==> config.mk <==
export PLATFORM = sky130hd
export DESIGN_NAME = alu_seq_core
export DESIGN_NICKNAME = d
export VERILOG_FILES = /design/src/rtl/alu_seq_core.sv
export SDC_FILE = /design/constraint.sdc
export NUM_CORES = 1
export LEC_CHECK = 0
export BUFFER_PORTS_ARGS = -buffer_cell sky130_fd_sc_hd__buf_2
export CAP_MARGIN = 0
export CORE_MARGIN = 2
export CORE_UTILIZATION = 54
export CTS_CLUSTER_SIZE = 16
export DETAILED_ROUTE_END_ITERATION = 8
export PLACE_DENSITY = 0.82
export SLEW_MARGIN = 30
export SYNTH_ARGS = -nofsm -noshare
export SYNTH_HDL_FRONTEND = slang
export SYNTH_SLANG_ARGS = --single-unit
==> constraint.sdc <==
create_clock -name clk -period 1.93 [get_ports clk]
set_input_delay 0 -clock clk [delete_from_list [all_inputs] [get_ports clk]]
set_output_delay 0 -clock clk [all_outputs]
set_load 0.01 [all_outputs]
==> src/rtl/alu_seq_core.sv <==
`default_nettype none
// ============================================================================
//  Module      : alu_seq_core
//  Description : Registered multi-cycle ALU. ADD/SUB/logic/shift complete in
//                one clock; MUL is iterative shift-add and DIV/MOD restoring
//                division, N iterations each. Results and flags are registered
//                and presented with a one-cycle done pulse.
//  Revision    : 1.0 - initial release
// ============================================================================
module alu_seq_core #(
    parameter int N     = 4,
    parameter int CNT_W = $clog2(N + 1)
) (
    input  logic         clk,
    input  logic         rst,
    input  logic         start,
    input  logic [N-1:0] a,
    input  logic [N-1:0] b,
    input  logic [3:0]   op,
    output logic         busy,
    output logic         done,
    output logic [N-1:0] result,
    output logic [N-1:0] result_hi,
    output logic         carry,
    output logic         overflow,
    output logic         zero,
    output logic         neg,
    output logic         div_by_zero,
    output logic         illegal_op
);

    localparam logic [3:0] c_op_add = 4'd0;
    localparam logic [3:0] c_op_sub = 4'd1;
    localparam logic [3:0] c_op_mul = 4'd2;
    localparam logic [3:0] c_op_div = 4'd3;
    localparam logic [3:0] c_op_mod = 4'd4;
    localparam logic [3:0] c_op_and = 4'd5;
    localparam logic [3:0] c_op_or  = 4'd6;
    localparam logic [3:0] c_op_xor = 4'd7;
    localparam logic [3:0] c_op_shl = 4'd8;
    localparam logic [3:0] c_op_shr = 4'd9;

    localparam logic [CNT_W-1:0] c_last = CNT_W'(N - 1);

    typedef enum logic [1:0] {
        S_IDLE   = 2'd0,
        S_MUL_IT = 2'd1,
        S_DIV_IT = 2'd2,
        S_FIN    = 2'd3
    } state_t;

    state_t           r_state;
    logic             r_busy;
    logic             r_done;
    logic [N-1:0]     r_result;
    logic [N-1:0]     r_result_hi;
    logic             r_carry;
    logic             r_overflow;
    logic             r_zero;
    logic             r_neg;
    logic             r_div_by_zero;
    logic             r_illegal_op;
    logic [N-1:0]     r_a;
    logic [N-1:0]     r_b;
    logic [3:0]       r_op;
    logic [N-1:0]     r_x;      // MUL: product high half; DIV: partial remainder
    logic [N-1:0]     r_y;      // MUL: product low half / multiplier; DIV: quotient
    logic [CNT_W-1:0] r_cnt;

    // Single-cycle datapath, evaluated on the live inputs at the accept edge
    logic         w_sub;
    logic [N-1:0] w_b_eff;
    logic [N:0]   w_sum;
    logic [N-1:0] w_res;
    logic         w_carry;
    logic         w_ovf;
    logic         w_dbz;
    logic         w_ill;

    // Iteration datapath
    logic [N:0]   w_mul_sum;
    logic [N-1:0] w_mul_x_nxt;
    logic [N-1:0] w_mul_y_nxt;
    logic [N:0]   w_div_sh;
    logic         w_div_ge;
    logic [N-1:0] w_div_sub;
    logic [N-1:0] w_div_x_nxt;
    logic [N-1:0] w_div_y_nxt;
    logic [N-1:0] w_div_res;

    // Single-cycle ops plus the div-by-zero and illegal-op short cuts
    always_comb begin
        w_sub   = (op == c_op_sub);
        w_b_eff = w_sub ? ~b : b;
        w_sum   = {1'b0, a} + {1'b0, w_b_eff} + {{N{1'b0}}, w_sub};
        w_res   = '0;
        w_carry = 1'b0;
        w_ovf   = 1'b0;
        w_dbz   = 1'b0;
        w_ill   = 1'b0;
        case (op)
            c_op_add, c_op_sub: begin
                w_res   = w_sum[N-1:0];
                w_carry = w_sum[N];
                w_ovf   = (a[N-1] == w_b_eff[N-1]) & (w_sum[N-1] != a[N-1]);
            end
            c_op_mul: w_res = '0;
            c_op_div: begin
                w_res = '1;
                w_dbz = 1'b1;
            end
            c_op_mod: begin
                w_res = a;
                w_dbz = 1'b1;
            end
            c_op_and: w_res = a & b;
            c_op_or:  w_res = a | b;
            c_op_xor: w_res = a ^ b;
            c_op_shl: w_res = {a[N-2:0], 1'b0};
            c_op_shr: w_res = {1'b0, a[N-1:1]};
            default:  w_ill = 1'b1;
        endcase
    end

    // One shift-add step and one restoring-division step
    always_comb begin
        w_mul_sum   = {1'b0, r_x} + (r_y[0] ? {1'b0, r_a} : {(N+1){1'b0}});
        w_mul_x_nxt = w_mul_sum[N:1];
        w_mul_y_nxt = {w_mul_sum[0], r_y[N-1:1]};
        w_div_sh    = {r_x, r_y[N-1]};
        w_div_ge    = (w_div_sh >= {1'b0, r_b});
        w_div_sub   = w_div_sh[N-1:0] - r_b;
        w_div_x_nxt = w_div_ge ? w_div_sub : w_div_sh[N-1:0];
        w_div_y_nxt = {r_y[N-2:0], w_div_ge};
        w_div_res   = (r_op == c_op_div) ? w_div_y_nxt : w_div_x_nxt;
    end

    // Control FSM with registered outputs; outputs change only when done is set
    always_ff @(posedge clk or posedge rst) begin
        if (rst) begin
            r_state       <= S_IDLE;
            r_busy        <= 1'b0;
            r_done        <= 1'b0;
            r_result      <= '0;
            r_result_hi   <= '0;
            r_carry       <= 1'b0;
            r_overflow    <= 1'b0;
            r_zero        <= 1'b0;
            r_neg         <= 1'b0;
            r_div_by_zero <= 1'b0;
            r_illegal_op  <= 1'b0;
            r_a           <= '0;
            r_b           <= '0;
            r_op          <= '0;
            r_x           <= '0;
            r_y           <= '0;
            r_cnt         <= '0;
        end else begin
            r_done <= 1'b0;
            case (r_state)
                S_IDLE: begin
                    if (start) begin
                        r_busy <= 1'b1;
                        r_a    <= a;
                        r_b    <= b;
                        r_op   <= op;
                        r_cnt  <= '0;
                        r_x    <= '0;
                        if (op == c_op_mul) begin
                            r_y     <= b;
                            r_state <= S_MUL_IT;
                        end else if ((op == c_op_div || op == c_op_mod) && b != '0) begin
                            r_y     <= a;
                            r_state <= S_DIV_IT;
                        end else begin
                            r_result      <= w_res;
                            r_result_hi   <= '0;
                            r_carry       <= w_carry;
                            r_overflow    <= w_ovf;
                            r_zero        <= (w_res == '0);
                            r_neg         <= w_res[N-1];
                            r_div_by_zero <= w_dbz;
                            r_illegal_op  <= w_ill;
                            r_done        <= 1'b1;
                            r_state       <= S_FIN;
                        end
                    end
                end
                S_MUL_IT: begin
                    r_x   <= w_mul_x_nxt;
                    r_y   <= w_mul_y_nxt;
                    r_cnt <= r_cnt + CNT_W'(1);
                    if (r_cnt == c_last) begin
                        r_result      <= w_mul_y_nxt;
                        r_result_hi   <= w_mul_x_nxt;
                        r_carry       <= 1'b0;
                        r_overflow    <= 1'b0;
                        r_zero        <= ({w_mul_x_nxt, w_mul_y_nxt} == '0);
                        r_neg         <= w_mul_x_nxt[N-1];
                        r_div_by_zero <= 1'b0;
                        r_illegal_op  <= 1'b0;
                        r_done        <= 1'b1;
                        r_state       <= S_FIN;
                    end
                end
                S_DIV_IT: begin
                    r_x   <= w_div_x_nxt;
                    r_y   <= w_div_y_nxt;
                    r_cnt <= r_cnt + CNT_W'(1);
                    if (r_cnt == c_last) begin
                        r_result      <= w_div_res;
                        r_result_hi   <= '0;
                        r_carry       <= 1'b0;
                        r_overflow    <= 1'b0;
                        r_zero        <= (w_div_res == '0);
                        r_neg         <= w_div_res[N-1];
                        r_div_by_zero <= 1'b0;
                        r_illegal_op  <= 1'b0;
                        r_done        <= 1'b1;
                        r_state       <= S_FIN;
                    end
                end
                S_FIN: begin
                    // start is ignored here: busy is still high on the done cycle
                    r_busy  <= 1'b0;
                    r_state <= S_IDLE;
                end
                default: begin
                    r_busy  <= 1'b0;
                    r_state <= S_IDLE;
                end
            endcase
        end
    end

    assign busy        = r_busy;
    assign done        = r_done;
    assign result      = r_result;
    assign result_hi   = r_result_hi;
    assign carry       = r_carry;
    assign overflow    = r_overflow;
    assign zero        = r_zero;
    assign neg         = r_neg;
    assign div_by_zero = r_div_by_zero;
    assign illegal_op  = r_illegal_op;

endmodule
`default_nettype wire
==> results.yml <==
logic_synthesis:
  yosysSeqAreaShare_pct: 31.9
  synth_top_area_share_pct: 31.9
  synth-async-reset-ratio_pct: 100
  netlist_instances: 376
  synth_fp_nets: 419
  syn-cell-area_um2: 3220
  synth-seq-cells: 41
  synth_most_common_cell: "nand2_1"
  synth_common_cells: "nand2_1 (47), dfrtp_1 (41), a21oi_1 (29)"
  yosys.area.top_type: "dfrtp_1"
  avgSynthCellArea_um2: 8.56
  yosysWarnings: 0
  synth.area.top_cells: "dfrtp_1 (32%), ha_1 (9.7%), nand2_1 (5.5%)"
  synth_edf_count: 0
  ys_types: 67
  synthFlopType: "dfrtp_1"
floorplan:
  core_um2: 5850
  io_pins: 31
  die_x_um: 81.2
  start_util_pct: 55.0
  rows: 28
  fp.dieH_um: 81.2
  die_area_um2: 6600
hold_path:
  worstHoldStart: "a[2]"
  hold_class: "in2reg"
  hold-path-endpoint: "r_a[2]"
  min_path_cells: 3
timing:
  clock_skew_ns: 0.00395
  hold_viol_final: 0
  min_period_ns: 2.45
  fin_ws_ns: -0.516
  max_freq_ghz: 0.409
  worst_pin_slew_ns: 0.473
  rsz0062_at_grt: "true"
  max_slew_margin_pct: 68.4
  setup_viol: 13
  post-route-period-util_pct: 127
  drv_slew: 0
grt:
  grt_overflow: 0
  use_met3_pct: 7.11
  grt_max_degree: 22
  grt_pass1_vias: 3412
  use_met2_pct: 55.7
  antenna_found_initial: 0
  grt-busiest-layer: "met2"
  use_met1_pct: 35.8
  grt_pass1_wl_um: 16000
  grt_usage_pct: 32.0
finish:
  drive_above_1_share_pct: 40.7
  utilization_pct: 78.1
  layout.nets: 527
  stdcell_area_um2: 4570
  syn_to_final_growth_pct: 41.9
  nFillCells: 357
  antenna_cells: 0
critical_path:
  cp-end-kind: "register"
  ff2ff_path_depth: 10
  startpoint_type: "input port"
  crit_buf_inv: 2
  slowest_delay_ns: 0.60
  cpMaxStageDelayCell: "or4b_4"
  r2r_slack_ns: -0.37
  r2r-end: "result[1]"
  rr_startpoint: "r_b[3]"
  cp_max_fo: 4
  crit_chain: "buf_6 > or4b_4 > buf_6 > xnor2_2 > ha_1 > xnor2_1 > o21ai_1 > a2111o_1 > or4_1 > o211ai_1"
  crit_type: "in2reg"
  crit_family: "simple AND/OR/NAND/NOR gates"
  cpMostUsedCell: "buf_6"
  cp.required_ns: 2.15
  cp_data_arrival_time_ns: 2.67
pwr:
  p_switching_mw: 3.68
  combPwrFrac_pct: 72.7
  power_frac_clock_pct: 8.7
  internal-power_mw: 4.25
  switching_share_pct: 46.4
  power_leakage_nw: 2.15
  vdd_drop_max_v: 0.00104
  pwr_density_cell_nw_per_um2: 1730
  power_frac_seq_pct: 18.6
clock_network:
  clock_latency_ns: 0.30
  cts_max_level: 2
  clk_pin_slew_ns: 0.08
  cts_sinks: 41
  cts_tree: "yes"
  cts.path.max_buffers: 2
  cts_root_buf: "clkbuf_8"
  numCtsBuffers: 5
run_status:
  outcome: "complete, but fails checks"
  failed_checks: "setup timing"
routing:
  drc: 0
  via_per_inst: 6.29
  wl_um: 11000
  ant_nets: 0
  dr.pass1.iters: 5
  wl_per_cell_um: 19.8
  num_vias: 3514
  dr.first_iter.drc_count: 374
job:
  drv_cap: 0
place:
  dp_hpwl_um: 7080
  placed_cell_area_um2: 3910
  gp_congestion: 0.995
  port_buffers: 30
## kinds of logic (layout without fill, tap and decap cells)
group,count (synthesis),in the layout,share of synthesized area [%]
AND/OR/NAND/NOR,129,129,20.1
AO/OA/AOI/OAI,109,109,22.8
buffers and inverters,47,155,6.49
flip-flops,41,41,31.9
adder cells (fa/ha/maj),28,28,11.6
multiplexers,13,13,4.51
XOR/XNOR,9,9,2.68
## stage by stage
step           setup slack [ns]  power, mW  hold slack (ns)  cells  TNS (ns)
3_3_place_gp             -0.641       5.63           0.0213    531     -2.61
4_1_cts                  -0.414       6.99           0.0241    549     -2.05
3_5_place_dp             -0.734       5.81           0.0280    531     -3.36
2_1_floorplan            -0.634       4.02            0.169    376     -1.95
6_report                 -0.516       7.93           0.0191    559     -3.25
5_1_grt                  -0.549       8.36           0.0512    559     -3.86
## layout by cell type, fill, tap and decap left out, types with 3 or more instances in the layout
cell type / instances
ha_1: 17
nor2b_1: 5
nor2_1: 27
o31ai_1: 5
a21o_1: 5
a21oi_1: 22
buf_2: 28
inv_2: 5
buf_4: 80
mux2i_1: 7
a21oi_2: 6
o22ai_1: 3
o21ai_1: 8
nand2b_1: 5
a31oi_1: 4
nand3_1: 9
ha_4: 7
mux2_2: 4
nand2_1: 46
nand3b_1: 3
dfrtp_1: 41
xnor2_1: 5
buf_6: 12
clkbuf_8: 5
and2_1: 4
o21ai_0: 16
fa_2: 3
inv_1: 22
## sequential cells by signal, indices dropped and copies added, names as in the netlist, 2 cells and up
| name | count |
|---|---|
| result_hi | 4 |
| r_y | 4 |
| r_cnt | 3 |
| result | 4 |
| r_state | 2 |
| r_op | 4 |
| r_x | 4 |
| r_b | 4 |
| r_a | 4 |
## worst min-delay path: cells and delay by family
kind                   cells  cell delay, ns
AOI/OAI and AO/OA          1            0.08
buffers and inverters      2            0.19
## worst max path at each step
stage,start,endpoint,depth (start not counted)
floorplan,op[3],zero,11
global placement,op[3],zero,9
detailed placement,op[3],zero,10
CTS,op[3],zero,10
global route,op[1],zero,10
finish,op[1],zero,10
## power by group through the flow
stage	logic, mW	clock network [mW]	registers [mW]
floorplan	2.54	0	1.48
global placement	4.21	0	1.42
detailed placement	4.37	0	1.44
CTS	4.87	0.686	1.44
global route	6.13	0.728	1.50
finish	5.76	0.688	1.47
## area by class of cell
cell class,count,area (µm²),area share (%)
inverter,27,101,2.22
multi-input combinational,288,2360,51.6
tap,75,93.8,2.05
clock buffer,5,68.8,1.51
timing repair buffer,121,886,19.4
clock inverter,2,35.0,0.767
sequential,41,1030,22.5
## routing by layer
metal,wire length (µm),vias up
met5,0,-
met4,705,0
met3,694,72
met2,5580,204
met1,4060,1678
li1,-,1560
## what timing repair did
action,in CTS,in global routing
pin swaps,23,36
resized for setup,43,42
buffers inserted,10,12
endpoints found under the hold margin,10,0
setup endpoints to repair,12,19
hold buffers,1,0
Power figures use the tool's default switching activity.
